## config.mk

```make
export PLATFORM = sky130hd
export DESIGN_NAME = imm_gen_pipe
export DESIGN_NICKNAME = d
export VERILOG_FILES = /design/src/rtl/imm_gen_pipe.sv
export SDC_FILE = /design/constraint.sdc
export NUM_CORES = 1
export LEC_CHECK = 0
export CAP_MARGIN = 40
export CELL_PAD_IN_SITES_DETAIL_PLACEMENT = 1
export CELL_PAD_IN_SITES_GLOBAL_PLACEMENT = 2
export CORE_AREA = 2 2 194 196
export CTS_BUF_LIST = sky130_fd_sc_hd__clkbuf_4
export CTS_CLUSTER_SIZE = 40
export DETAILED_ROUTE_END_ITERATION = 6
export DIE_AREA = 0 0 196 198
export GPL_ROUTABILITY_DRIVEN = 0
export PLACE_DENSITY = 0.8
export SLEW_MARGIN = 20
export SYNTH_ARGS = -nofsm -noshare
export SYNTH_HDL_FRONTEND = slang
export SYNTH_SLANG_ARGS = --single-unit
```

## constraint.sdc

```tcl
create_clock -name clk -period 11.2 [get_ports clk]
set_input_delay 2.24 -clock clk [delete_from_list [all_inputs] [get_ports clk]]
set_output_delay 2.24 -clock clk [all_outputs]
set_load 0.05 [all_outputs]
```

## src/rtl/imm_gen_pipe.sv

```systemverilog
// imm_gen_pipe: registered immediate-generation stage with a 2-entry skid buffer.
// Optional CSR-immediate decode is enabled by defining IMM_CSR_EN.
module imm_gen_pipe #(
    parameter int XLEN = 32,
    parameter int PC_W = XLEN
) (
    input  logic            clk,
    input  logic            reset,
    input  logic            flush,
    input  logic            in_valid,
    output logic            in_ready,
    input  logic [31:0]     in_instr,
    input  logic [PC_W-1:0] in_pc,
    output logic            out_valid,
    input  logic            out_ready,
    output logic [31:0]     out_instr,
    output logic [PC_W-1:0] out_pc,
    output logic [XLEN-1:0] out_imm,
    output logic [2:0]      out_imm_type,
    output logic [XLEN-1:0] out_target
);

    if (XLEN != 32 && XLEN != 64) begin : g_bad_xlen
        $fatal(1, "imm_gen_pipe: XLEN must be 32 or 64");
    end
    if (PC_W > XLEN) begin : g_bad_pcw
        $fatal(1, "imm_gen_pipe: PC_W must not exceed XLEN");
    end

    localparam logic [2:0] T_NONE  = 3'd0;
    localparam logic [2:0] T_I     = 3'd1;
    localparam logic [2:0] T_S     = 3'd2;
    localparam logic [2:0] T_B     = 3'd3;
    localparam logic [2:0] T_U     = 3'd4;
    localparam logic [2:0] T_J     = 3'd5;
    localparam logic [2:0] T_SHAMT = 3'd6;
    localparam logic [2:0] T_CSR   = 3'd7;

    typedef struct packed {
        logic [31:0]     instr;
        logic [PC_W-1:0] pc;
        logic [XLEN-1:0] imm;
        logic [2:0]      typ;
        logic [XLEN-1:0] target;
    } entry_t;

    typedef enum logic [1:0] {EMPTY, ONE, TWO} state_t;

    state_t state;
    state_t state_n;
    entry_t main_q;
    entry_t skid_q;
    entry_t dec;
    logic   accept;
    logic   emit;
    logic   load_main;
    logic   load_skid;
    logic   move_skid;

    logic [6:0]      op;
    logic [2:0]      f3;
    logic [XLEN-1:0] imm_i;
    logic [XLEN-1:0] imm_s;
    logic [XLEN-1:0] imm_b;
    logic [XLEN-1:0] imm_u;
    logic [XLEN-1:0] imm_j;
    logic [XLEN-1:0] sh5;
    logic [XLEN-1:0] sh_nat;
    logic            is_shift;

    assign op       = in_instr[6:0];
    assign f3       = in_instr[14:12];
    assign is_shift = (f3 == 3'b001) || (f3 == 3'b101);
    assign imm_i    = {{(XLEN-11){in_instr[31]}}, in_instr[30:20]};
    assign imm_s    = {{(XLEN-11){in_instr[31]}}, in_instr[30:25], in_instr[11:7]};
    assign imm_b    = {{(XLEN-12){in_instr[31]}}, in_instr[7], in_instr[30:25],
                       in_instr[11:8], 1'b0};
    assign imm_u    = {{(XLEN-31){in_instr[31]}}, in_instr[30:12], 12'b0};
    assign imm_j    = {{(XLEN-20){in_instr[31]}}, in_instr[19:12], in_instr[20],
                       in_instr[30:21], 1'b0};
    assign sh5      = {{(XLEN-5){1'b0}}, in_instr[24:20]};
    assign sh_nat   = (XLEN == 64) ? {{(XLEN-6){1'b0}}, in_instr[25:20]} : sh5;

    // Decode the incoming instruction into the entry that will be buffered
    always_comb begin
        dec        = '0;
        dec.instr  = in_instr;
        dec.pc     = in_pc;
        case (op)
            7'b0010011: begin
                dec.typ = is_shift ? T_SHAMT : T_I;
                dec.imm = is_shift ? sh_nat : imm_i;
            end
            7'b0000011, 7'b1100111: begin
                dec.typ = T_I;
                dec.imm = imm_i;
            end
            7'b0011011: begin
                if (XLEN == 64) begin
                    dec.typ = is_shift ? T_SHAMT : T_I;
                    dec.imm = is_shift ? sh5 : imm_i;
                end
            end
            7'b0100011: begin
                dec.typ = T_S;
                dec.imm = imm_s;
            end
            7'b1100011: begin
                dec.typ = T_B;
                dec.imm = imm_b;
            end
            7'b0110111, 7'b0010111: begin
                dec.typ = T_U;
                dec.imm = imm_u;
            end
            7'b1101111: begin
                dec.typ = T_J;
                dec.imm = imm_j;
            end
`ifdef IMM_CSR_EN
            7'b1110011: begin
                if (f3[2]) begin
                    dec.typ = T_CSR;
                    dec.imm = {{(XLEN-5){1'b0}}, in_instr[19:15]};
                end
            end
`else
            7'b1110011: begin
                dec.typ = T_NONE;
            end
`endif
            default: begin
                dec.typ = T_NONE;
            end
        endcase
        if (op == 7'b1100011 || op == 7'b1101111 || op == 7'b0010111) begin
            dec.target = XLEN'(in_pc) + dec.imm;
        end
    end

    // Buffer occupancy register
    always_ff @(posedge clk or posedge reset) begin
        if (reset) state <= EMPTY;
        else       state <= state_n;
    end

    // Occupancy transitions; flush overrides any transfer
    always_comb begin
        state_n = state;
        if (flush) begin
            state_n = EMPTY;
        end else begin
            case (state)
                EMPTY:   if (accept) state_n = ONE;
                ONE: begin
                    if (accept && !emit)      state_n = TWO;
                    else if (!accept && emit) state_n = EMPTY;
                end
                TWO:     if (emit) state_n = ONE;
                default: state_n = EMPTY;
            endcase
        end
    end

    // Handshake outputs depend only on registered occupancy
    always_comb begin
        out_valid = (state != EMPTY);
        in_ready  = (state != TWO);
    end

    assign accept    = in_valid & in_ready;
    assign emit      = out_valid & out_ready;
    assign load_main = !flush && ((state == EMPTY && accept) ||
                                  (state == ONE && accept && emit));
    assign load_skid = !flush && state == ONE && accept && !emit;
    assign move_skid = !flush && state == TWO && emit;

    // Main and skid payload registers
    always_ff @(posedge clk or posedge reset) begin
        if (reset) begin
            main_q <= '0;
            skid_q <= '0;
        end else begin
            if (load_main)      main_q <= dec;
            else if (move_skid) main_q <= skid_q;
            if (load_skid)      skid_q <= dec;
        end
    end

    assign out_instr    = main_q.instr;
    assign out_pc       = main_q.pc;
    assign out_imm      = main_q.imm;
    assign out_imm_type = main_q.typ;
    assign out_target   = main_q.target;

endmodule

```

==> flow_summary.yaml, run 1 <==
power_and_ir_drop:
  leakagePower_uw: 0.00720
  power.share.clock: 0.330
  p_seq_frac: 0.424
  p_int_uw: 1820
  pwr_density_cell_nw_per_um2: 166
  pwr-share-comb: 0.246
  power_switching_uw: 927
  switching_share: 0.337
  ir_worst_vdd_mv: 0.0866
cells_and_area:
  drive_above_1_share: 0.162
  seqCellArea_um2: 6610
  syn2layout_area_growth_pct: 26.7
  nets: 1540
  nFillCells: 4115
  multi_input_area_um2: 6170
route:
  wl_um: 40400
  drc_errors: 0
  via_per_inst: 5.24
  ant_nets: 0
  wl_per_cell_um: 20.5
  via_count: 10300
  drt_iter0_markers: 437
  firstDrtPassIters: 4
setup_path:
  worstSetupPathType: "in2reg"
  crit_required_ns: 11.71
  start_kind: "input pin"
  crit_path_top_delay_cell: "clkdlybuf4s50_1"
  crit_buf_inv: 1
  path_cells: "clkdlybuf4s50_1 > or3_1 > a211oi_1 > o21bai_1 > nand2_1 > and2_1 > ha_1 > a21oi_1 > o211a_4 > a2bb2oi_1 > o21ai_0 > a211oi_1 > o21ai_0 > xnor2_1 > o22ai_1"
  critPathMaxStageDelay_ns: 0.63
  cp.arrival_ns: 6.58
  worstPathMaxFanout: 9
  r2r_cells: 5
  critical_path_depth: 15
  end_kind: "flop"
  cp_top_family: "compound AO/OA/AOI/OAI gates"
synth:
  synth-compound-area-share: 0.156
  synth_warnings: 0
  syn_nets: 1327
  synth_mux_area_frac: 0.165
  synth.most_common_cell: "dfrtp_1"
  synthCells: 1226
  avgSynthCellArea_um2: 10.7
  ys_ff_latch: 264
  synth_top_family_by_area: "multiplexers"
  yosysSeqAreaShare: 0.505
  yosys.area.top_type: "dfrtp_1"
  synth_xor_area_frac: 0.0194
  synth_fa_ha_area_frac: 0.0312
  synth_cell_types: 61
  synthTopCellsByCount: "dfrtp_1 (264), nand2_1 (167), o21ai_0 (144)"
  netlist_area_um2: 13100
  synthSimpleGateAreaFrac: 0.0970
  yosysTopAreaCellShare: 0.505
  synth_ff_type: "dfrtp_1"
  synth-edff-count: 0
  synthArstFlopShare: 1.00
  yosys-top-cells-area: "dfrtp_1 (50%), mux2_2 (8.3%), mux2i_1 (8.2%)"
clock_tree:
  clkLatencyLatePin_ns: 0.72
  cts_tree: "done"
  clk_path_buf_depth: 3
  clock-sinks: 264
  cts_buffers: 76
  clock-root-buffer: "clkbuf_4"
  post_cts_buffers: 0
  htreeDepth: 3
  cts_hold_buf: 0
  cts_resized: 0
  clkSlewWorstSetupHoldPaths_ns: 0.06
floorplan:
  initial_core_util: 0.354
  chipWidth_um: 196
  rows: 71
  dieArea_um2: 38800
  num_io_pins: 202
  coreArea_um2: 37000
  die_h_um: 198
sta:
  rsz0062_at_grt: "false"
  slew_headroom: 0.182
  tns_ns: 0
  finalHoldViolations: 0
  drv_slew: 0
  hold_ws_ns: 0.482
  clock_skew_ns: 0.0499
  max_freq_mhz: 165
  period_minus_slack_ns: 6.07
  post-route-period-util: 0.542
  max_slew.worst_pin.slew_ns: 1.23
  setup_violations: 0
placement:
  dp_hpwl_um: 28200
  port_buffers: 201
job:
  drv_cap: 0
run_status:
  status: "finished clean"
min_path:
  hold_class: "reg2reg"
  hold_depth: 2
global_route:
  grt_max_degree: 236
  overflow: 0
  grt_pass1_wl_um: 63300
  antenna_found_initial: 1
  grt_pass1_vias: 10900
  track_usage: 0.211
==> power by group through the flow <==
stage / Sequential, uW / Combinational, uW / Clock (uW)
6_report: 1170 / 675 / 908
3_5_place_dp: 1180 / 679 / 0
5_1_grt: 1180 / 721 / 998
2_1_floorplan: 1390 / 218 / 0
3_3_place_gp: 1180 / 665 / 0
4_1_cts: 1170 / 682 / 946
==> worst min-delay path: stages (launching register included) <==
cell and delay [ns]:
dfrtp_1 0.34, nand2_1 0.05, o21ai_0 0.06
==> routing by layer <==
metal  part of all wire  global-route usage  routed length (um)
met5                  0                   0                   0
met2               0.45               0.325               18100
met4              0.021              0.0687                 852
met3              0.062              0.0608                2500
met1               0.47               0.287               18900
==> kinds of logic (layout without fill, tap and decap cells) <==
family | after synthesis | count (layout)
flops | 264 | 264
compound gates | 332 | 332
simple gates | 280 | 280
fa+ha+maj | 32 | 32
buf+inv | 85 | 352
xor+xnor | 29 | 29
mux | 204 | 204
other cells | 0 | 2
==> final cells by class <==
type,count,share of cell area
sequential,264,0.399
multi-input combinational,877,0.372
timing repair buffer,214,0.133
clock buffer,104,0.0471
tap,474,0.0358
clock inverter,28,0.0107
inverter,6,0.00181
antenna,2,0.000302
==> path summary, 6_finish.rpt <==
path / to / start / slack (ns)
worst max register to register: skid_q[29] / state[1] / 8.50
worst min-delay path: skid_q[31] / skid_q[31] / 0.48
worst max-delay path: out_target[30] / in_instr[2] / 5.13
max in group asynchronous: out_instr[18] / reset / 7.90
worst min register to register: skid_q[31] / skid_q[31] / 0.48
min in group asynchronous: out_pc[12] / reset / 1.90
==> cells in the final DEF (no fill, tap or decap), types with 17 or more instances in the layout <==
cell             instances
dfrtp_1                264
clkdlybuf4s50_1        201
nand2_1                166
o21ai_0                144
mux2i_1                107
clkbuf_4               104
mux2_2                  97
a21oi_1                 61
a21o_1                  40
ha_1                    31
nor2_1                  30
a211oi_1                28
nor2b_1                 27
xnor2_1                 17
clkinv_1                17
==> sequential cells by signal (all words and copies together), names as in the netlist <==
| name | cells |
|---|---|
| skid_q | 131 |
| state | 2 |
| out_pc | 32 |
| out_instr | 32 |
| out_target | 32 |
| out_imm_type | 3 |
| out_imm | 32 |
==> per-stage QoR <==
step	area [um2]	worst slack, ns	utilization	power [uW]	instances
final	16600	5.13	0.449	2750	1969
after global routing	16600	4.71	0.448	2900	1968
after CTS	16600	5.15	0.448	2790	1966
after detailed placement	15600	4.39	0.422	1860	1834
after global placement	15500	4.40	0.419	1840	1829
after floorplan	13100	1.69	-	1600	1226
Note: power is estimated with default switching activity, not from simulation.
==> inputs of run 2 (changes only) <==
Settings changed: CORE_AREA 2 2 194 196 to 2 2 203 205, DIE_AREA 0 0 196 198 to 0 0 205 207, PLACE_DENSITY 0.8 to 0.77.
Clock period 11.2 ns to 5 ns, I/O delays scaled along.
==> run 2 against run 1 <==
Final cell count rose by 5.9%. Worst setup slack got worse by 4.6 ns. Global-route usage fell by 1.1 points. Via count rose by 1.3%. Sequential share of layout area fell by 1.1 points. Count of clock-buffer cells in the layout rose by 13. Die area rose by 9.3%. Critical path type unchanged. Power rose by 130%. Sequential cell count did not move. Critical path depth rose by 2.
==> flow_summary.yaml, run 2 (synthesis gave the netlist of run 1 again) <==
job:
  drv_cap: 0
cells_and_area:
  top_register: "skid_q"
  largest_reg_flops: 131
  syn2layout_area_growth_pct: 30.4
  final_cell_mix: "dfrtp_1 (264), clkdlybuf4s50_1 (201), nand2_1 (166), o21ai_0 (144), clkbuf_4 (117)"
  drive_above_1_share: 0.195
  final_cell_area_um2: 17100
  final_common_cell: "dfrtp_1"
  nets: 1592
  nFillCells: 4576
floorplan:
  initial_core_util: 0.324
  dieArea_um2: 42400
  num_io_pins: 202
  coreArea_um2: 40400
  die_h_um: 207
  rows: 74
  chipWidth_um: 205
clock_tree:
  clkSlewWorstSetupHoldPaths_ns: 0.06
  cts_hold_buf: 0
  clk_path_buf_depth: 3
  cts_resized: 0
  cts_tree: "done"
  post_cts_buffers: 0
  htreeDepth: 3
  clkLatencyLatePin_ns: 0.75
  clock-root-buffer: "clkbuf_4"
  clock-sinks: 264
  cts_buffers: 78
power_and_ir_drop:
  pwr_density_cell_nw_per_um2: 366
  leakagePower_uw: 0.00747
  ir_worst_vdd_mv: 0.218
  total_power_uw: 6250
global_route:
  track_usage: 0.200
  antenna_found_initial: 3
  grt_max_degree: 161
  overflow: 0
  grt_pass1_wl_um: 65900
  grt_pass1_vias: 11400
sta:
  rsz0062_at_grt: "false"
  finalHoldViolations: 0
  post-route-period-util: 0.886
  period_minus_slack_ns: 4.43
  setup_violations: 0
  max_freq_mhz: 226
  clock_skew_ns: 0.0415
  max_slew.worst_pin.slew_ns: 0.921
  drv_slew: 0
  slew_headroom: 0.386
  tns_ns: 0
setup_path:
  crit_path_top_delay_cell: "clkdlybuf4s50_1"
  critPathMaxStageDelay_ns: 0.50
  worstSetupPathType: "in2reg"
  cp.arrival_ns: 4.99
  start_kind: "input pin"
  worstPathMaxFanout: 7
  crit_required_ns: 5.56
  path_cells: "clkdlybuf4s50_1 > and3b_1 > and2_1 > a21oi_1 > nor2_1 > buf_4 > a22o_1 > fa_1 > a21oi_1 > o211a_4 > a2bb2oi_1 > o21ai_0 > a211oi_1 > buf_4 > o21ai_0 > xnor2_1 > o22ai_1"
  end_kind: "flop"
run_status:
  status: "finished clean"
route:
  via_per_inst: 5.02
  ant_nets: 0
  firstDrtPassIters: 4
  via_count: 10500
  wl_um: 42000
  drt_iter0_markers: 495
  wl_per_cell_um: 20.1
  drc_errors: 0
placement:
  placed_area_um2: 16100
  port_buffers: 201
  dp_hpwl_um: 30000
min_path:
  hold_class: "reg2reg"
## run 2: layout make-up
type | instances | area [um2] | area share
Clock buffer | 117 | 878 | 0.0515
Clock inverter | 22 | 121 | 0.00711
Inverter | 6 | 26.3 | 0.00154
Multi-Input combinational cell | 877 | 6170 | 0.362
Antenna cell | 3 | 7.51 | 0.000440
Timing Repair Buffer | 264 | 2590 | 0.152
Sequential cell | 264 | 6610 | 0.387
Tap cell | 532 | 666 | 0.0390
## run 2: path summary, 6_finish.rpt
kind / from / endpoint / slack [ns] / cells after the start
worst max-delay path: in_instr[5] / out_target[30] / 0.57 / 17
max in group asynchronous: reset / skid_q[100] / 3.35 / 3
min in group asynchronous: reset / skid_q[75] / 0.51 / 2
worst min register to register: skid_q[22] / skid_q[22] / 0.47 / 2
worst min-delay path: skid_q[22] / skid_q[22] / 0.47 / 2
worst max register to register: state[1] / skid_q[47] / 2.49 / 5
## run 2: critical path: cells and delay by family
family,cells,cell delay [ns]
XOR/XNOR,1,0.29
adder cells (fa/ha/maj),1,0.44
AO/OA/AOI/OAI,9,1.90
AND/OR/NAND/NOR,3,0.48
buffers and inverters,3,0.85
## run 2: where the power goes
| part | switching (uW) | internal (uW) | total, uW |
|---|---|---|---|
| clock | 964 | 1120 | 2080 |
| sequential | 174 | 2440 | 2620 |
| combinational | 959 | 585 | 1540 |
## run 2: through the flow
stage / util / hold WS [ns] / setup slack [ns] / cells
after floorplan: - / 0.443 / 0.516 / 1226
after global routing: 0.423 / 0.450 / 0.238 / 2084
after global placement: 0.398 / 0.461 / -0.0534 / 1942
after detailed placement: 0.398 / 0.467 / -0.156 / 1943
after CTS: 0.423 / 0.421 / 0.626 / 2082
final: 0.423 / 0.474 / 0.571 / 2085
## run 2: metal layers
layer | GRT usage | vias to the layer above | wire length [um]
li1 | - | 4964 | -
met1 | 0.263 | 5218 | 18900
met2 | 0.311 | 210 | 19400
met3 | 0.0615 | 66 | 2610
met4 | 0.0737 | 0 | 1090
met5 | 0 | - | 0
